===== config.mk =====
export PLATFORM = sky130hd
export DESIGN_NAME = vec_lane_accumulator
export DESIGN_NICKNAME = d
export VERILOG_FILES = /design/src/rtl/vec_lane_accumulator.sv
export SDC_FILE = /design/constraint.sdc
export NUM_CORES = 1
export LEC_CHECK = 0
export ABC_CLOCK_PERIOD_IN_PS = 3850
export BUFFER_PORTS_ARGS = -buffer_cell sky130_fd_sc_hd__buf_2
export CAP_MARGIN = 40
export CORE_AREA = 2 2 131 159
export DETAILED_ROUTE_END_ITERATION = 8
export DIE_AREA = 0 0 133 161
export PLACE_DENSITY = 0.54
export SETUP_SLACK_MARGIN = 0.05
export SYNTH_ARGS = -nofsm -noshare
export SYNTH_HDL_FRONTEND = slang
export SYNTH_SLANG_ARGS = --single-unit

===== constraint.sdc =====
create_clock -name clock -period 3.85 [get_ports clock]
set_clock_uncertainty 0.1 [all_clocks]
set_input_delay 0.5775 -clock clock [delete_from_list [all_inputs] [get_ports clock]]
set_output_delay 0.5775 -clock clock [all_outputs]
set_load 0.01 [all_outputs]

===== src/rtl/vec_lane_accumulator.sv =====
// Per-lane frame accumulator behind the N-lane vector adder: sums beats until in_last or
// MAX_BEATS, then holds the totals on a valid/ready port. Define VEC_ACC_SATURATE_EN to clamp lanes instead of wrapping.
module vec_lane_accumulator #(
    parameter int W         = 8,
    parameter int N         = 4,
    parameter int ACC_W     = 16,
    parameter int MAX_BEATS = 15,
    localparam int CW       = $clog2(MAX_BEATS + 1)
) (
    input  logic             clock,
    input  logic             reset,
    input  logic             in_valid,
    output logic             in_ready,
    input  logic [W-1:0]     in_y [N-1:0],
    input  logic             in_last,
    output logic             out_valid,
    input  logic             out_ready,
    output logic [ACC_W-1:0] out_sum [N-1:0],
    output logic [CW-1:0]    out_count,
    output logic             out_ovf
);

    typedef enum logic [1:0] {IDLE, ACCUM, HOLD} state_t;

    state_t           state_reg, state_next;
    logic [ACC_W-1:0] acc_reg  [N-1:0];
    logic [ACC_W-1:0] acc_next [N-1:0];
    logic [CW-1:0]    count_reg, count_next;
    logic             ovf_reg, ovf_next;

    logic [ACC_W-1:0] lane_sum [N-1:0];
    logic [N-1:0]     carry;
    logic             accept, new_frame, closing;
    logic [CW-1:0]    beat_count;

    // One widened adder per lane; the extra bit is the lane's carry-out.
    for (genvar gi = 0; gi < N; gi++) begin : g_lane
        logic [ACC_W:0] wide;
        assign wide      = {1'b0, acc_reg[gi]} + (ACC_W + 1)'(in_y[gi]);
        assign carry[gi] = wide[ACC_W];
`ifdef VEC_ACC_SATURATE_EN
        assign lane_sum[gi] = carry[gi] ? {ACC_W{1'b1}} : wide[ACC_W-1:0];
`else
        assign lane_sum[gi] = wide[ACC_W-1:0];
`endif
    end

    assign in_ready  = (state_reg != HOLD) || out_ready;
    assign accept    = in_valid && in_ready;
    // IDLE and a draining HOLD both start a fresh frame rather than adding to stale totals.
    assign new_frame = (state_reg != ACCUM);
    assign beat_count = new_frame ? CW'(1) : count_reg + CW'(1);
    assign closing   = in_last || (beat_count == CW'(MAX_BEATS));

    always_comb begin
        state_next = state_reg;
        count_next = count_reg;
        ovf_next   = ovf_reg;
        for (int i = 0; i < N; i++) begin
            acc_next[i] = acc_reg[i];
        end
        if (accept) begin
            for (int i = 0; i < N; i++) begin
                acc_next[i] = new_frame ? ACC_W'(in_y[i]) : lane_sum[i];
            end
            count_next = beat_count;
            ovf_next   = new_frame ? 1'b0 : (ovf_reg | (|carry));
            state_next = closing ? HOLD : ACCUM;
        end else if (state_reg == HOLD && out_ready) begin
            state_next = IDLE;
        end
    end

    always_ff @(posedge clock or negedge reset) begin
        if (!reset) begin
            state_reg <= IDLE;
            count_reg <= '0;
            ovf_reg   <= 1'b0;
            for (int i = 0; i < N; i++) begin
                acc_reg[i] <= '0;
            end
        end else begin
            state_reg <= state_next;
            count_reg <= count_next;
            ovf_reg   <= ovf_next;
            for (int i = 0; i < N; i++) begin
                acc_reg[i] <= acc_next[i];
            end
        end
    end

    // The accumulator registers double as the result registers while in HOLD.
    assign out_valid = (state_reg == HOLD);
    assign out_count = count_reg;
    assign out_ovf   = ovf_reg;
    for (genvar gi = 0; gi < N; gi++) begin : g_out
        assign out_sum[gi] = acc_reg[gi];
    end

endmodule


==> results.json <==
{
  "outcome": "finished clean",
  "die_area_um2": 21410,
  "syn-cell-area_um2": 4881,
  "arrival_ps": 2650,
  "seq_area_frac_synth": 0.3640,
  "clock-sinks": 71,
  "yosysTopAreaCell": "dfrtp_1",
  "clockBufferDepth": 2,
  "largest_reg_flops": 64,
  "synth_top_area_share": 0.3640,
  "stdcell_area_um2": 6105,
  "p_clk_frac": 0.335,
  "clk_latency_ps": 340,
  "drt_wl_total_um": 14740,
  "start_util": 0.2453,
  "power_density_nw_per_um2": 463.3,
  "fp.dieH_um": 161,
  "design_power_total_mw": 2.828,
  "synth_most_common_cell": "dfrtp_1",
  "place_congestion": 0.7764,
  "final_cell_count_no_fill": 948,
  "cp.buffers_inverters": 1,
  "cts.repair.resized": 0,
  "p_switching_mw": 1.001,
  "io_pins": 108,
  "final.min_clock_period_ps": 2519,
  "cp-end-kind": "flip-flop",
  "slowest_delay_ps": 370,
  "grt_pass1_vias": 4304,
  "criticalPathCategory": "reg2reg",
  "num_rows": 57,
  "nets": 752,
  "slew-limit-headroom": 0.4697,
  "antenna_found_initial": 0,
  "drt_iter0_drc": 310,
  "comb_power_share": 0.342,
  "grt_first_pass_wirelength_um": 23520,
  "antenna_left": 0,
  "final_util": 0.3068,
  "htree_levels": 3,
  "synthTopCellsByArea": "dfrtp_1, ha_1, o21ai_0, nand2_1, a21oi_1",
  "yosys-top-cells-count": "dfrtp_1, o21ai_0, nand2_1",
  "crit_chain": "ha_1 -> inv_1 -> fa_1 -> nor2b_1 -> o2111ai_1 -> nand3_1 -> and2_0 -> o21ai_0 -> a22o_1",
  "hpwl_um": 10620,
  "worst-r2r-setup-slack_ps": 1330,
  "syn2layout_area_growth_pct": 25.07,
  "ir_worst_vdd_mv": 0.1576,
  "rsz0062_at_grt": "false",
  "worstPathMaxFanout": 6,
  "clk_pin_slew_ps": 60,
  "diodes": 0,
  "die_w_um": 133,
  "post_drt_wl_per_cell_um": 15.54,
  "dpl_cell_area_um2": 5762,
  "cts_setup_buffers": 0,
  "via_count": 4603,
  "async_flop_share": 1.000,
  "core-area_um2": 19900,
  "dp.cells": 931,
  "remaining_drc_errors": 0,
  "p_int_mw": 1.827,
  "cts_made_buffers": 9,
  "endpoint": "out_sum[24]",
  "max_freq_mhz": 397.0,
  "tritoncts": "built",
  "required_ps": 3980,
  "critPathLaunchType": "flip-flop",
  "port_buffers": 107,
  "yosysWarnings": 0,
  "grt_remaining_overflow": 0,
  "period_share": 0.6543,
  "finalSetupViolCount": 0,
  "synth_cell_type_count": 71,
  "drt-vias-per-instance": 4.855,
  "slowest_stage": "dfrtp_1",
  "ys_ff_latch": 71,
  "crit_cells": 9,
  "slew_viol_final": 0,
  "startpoint": "out_sum[16]",
  "r2r_start": "out_sum[16]",
  "drv_cap": 0,
  "synth_edf_count": 0,
  "rr_worst_depth": 9,
  "drive_gt1_frac": 0.2269,
  "drt-pass1-iter-count": 4,
  "avgSynthCellArea_um2": 8.518,
  "syn_inst": 573,
  "ys.flop_type": "dfrtp_1",
  "rr_endpoint": "out_sum[24]",
  "sequentialPowerShare": 0.323,
  "swShare": 0.3538,
  "critPathTopFamily": "simple AND/OR/NAND/NOR gates",
  "syn-num-nets": 647,
  "tightest_slew_ps": 794.7,
  "grt_usage": 0.1392,
  "hold_viol": 0,
  "p_leak_nw": 2.764,
  "nFillCells": 2097,
  "root_buffer": "clkbuf_16",
  "grt_start_max_net_pins": 61,
  "setup_tns_ps": 0,
  "hold_path_class": "in2reg"
}
-- per-layer routing --
layer / share of wire / GRT usage
met4: 0.014 / 0.04692
met2: 0.47 / 0.2275
met3: 0.036 / 0.02260
met5: 0 / 0
met1: 0.48 / 0.1875
-- worst reg2reg max path: cells and delay by family (launching register included) --
kind	cells	cell delay (ps)
buffers and inverters	1	70
flip-flops	1	370
AO/OA/AOI/OAI	3	550
AND/OR/NAND/NOR	3	730
adder cells (fa/ha/maj)	2	580
-- power groups by stage --
stage | registers, mW | clock network (mW) | logic [mW]
final | 0.914 | 0.947 | 0.967
after global routing | 0.928 | 1.00 | 1.09
after CTS | 0.915 | 0.974 | 0.978
after detailed placement | 0.928 | 0 | 0.971
after global placement | 0.926 | 0 | 0.959
after floorplan | 0.950 | 0 | 0.632
-- cells in the final DEF, fill, tap and decap left out, types with 3 or more instances in the layout --
| master | instances |
|---|---|
| a22o_1 | 6 |
| nand4_1 | 6 |
| o21ai_1 | 3 |
| nor4_1 | 4 |
| nor2_1 | 50 |
| a31oi_1 | 17 |
| o21a_1 | 10 |
| and3_1 | 9 |
| ha_1 | 33 |
| nor2b_1 | 7 |
| o21ai_0 | 67 |
| clkbuf_16 | 9 |
| fa_1 | 4 |
| o211ai_1 | 8 |
| xnor2_1 | 10 |
| o21bai_1 | 3 |
| a21oi_1 | 41 |
| xor2_1 | 6 |
| nor3_1 | 10 |
| nand3_1 | 22 |
| buf_4 | 9 |
| dfrtp_1 | 71 |
| a211oi_1 | 14 |
| and2_1 | 3 |
| nand2b_1 | 5 |
| nor4b_1 | 3 |
| buf_2 | 106 |
| nand2_1 | 56 |
| a21o_1 | 6 |
| or4_1 | 4 |
| inv_1 | 22 |
-- area by class of cell --
cell class              count  area [um2]  area share
flip-flops and latches     71        1777      0.2910
clock inverters             5       80.08     0.01312
multi-input cells         455        2927      0.4794
clock buffers              11       252.7     0.04140
well taps                 265       331.6     0.05431
repair buffers            118       650.6      0.1066
inverters                  23       86.33     0.01414
-- cells by family (layout without fill, tap and decap cells) --
family / Yosys count / count (layout) / share of synthesized area
AO/OA/AOI/OAI: 202 / 202 / 0.2661
XOR/XNOR: 16 / 16 / 0.02871
adder cells (fa/ha/maj): 37 / 37 / 0.1010
buffers and inverters: 47 / 157 / 0.03794
flip-flops: 71 / 71 / 0.3640
multiplexers: 1 / 1 / 0.002051
AND/OR/NAND/NOR: 199 / 199 / 0.2002
-- through the flow --
stage | hold WS [ps] | setup slack (ps)
after global routing | 367.2 | 1008
after detailed placement | 357.3 | 1033
after CTS | 353.7 | 1328
after global placement | 391.2 | 1047
after floorplan | 181.9 | 1343
final | 361.6 | 1331
-- how the worst min path moves through the flow --
stage | startpoint | to | slack [ps] | depth (start not counted)
floorplan | reset | out_count[0] | 180 | 0
global placement | out_sum[19] | out_sum[19] | 390 | 2
detailed placement | reset | out_sum[43] | 360 | 1
CTS | in_last | state_reg[0] | 350 | 2
global route | in_last | state_reg[0] | 370 | 2
finish | in_last | state_reg[0] | 360 | 2
-- timing repair --
| item | 4_1_cts | 5_1_grt |
|---|---|---|
| hold endpoints to repair | 13 | 0 |
| hold buffers | 1 | 0 |
| endpoints found under the setup margin | 0 | 0 |
No activity file was read; power rests on OpenSTA's default activity.
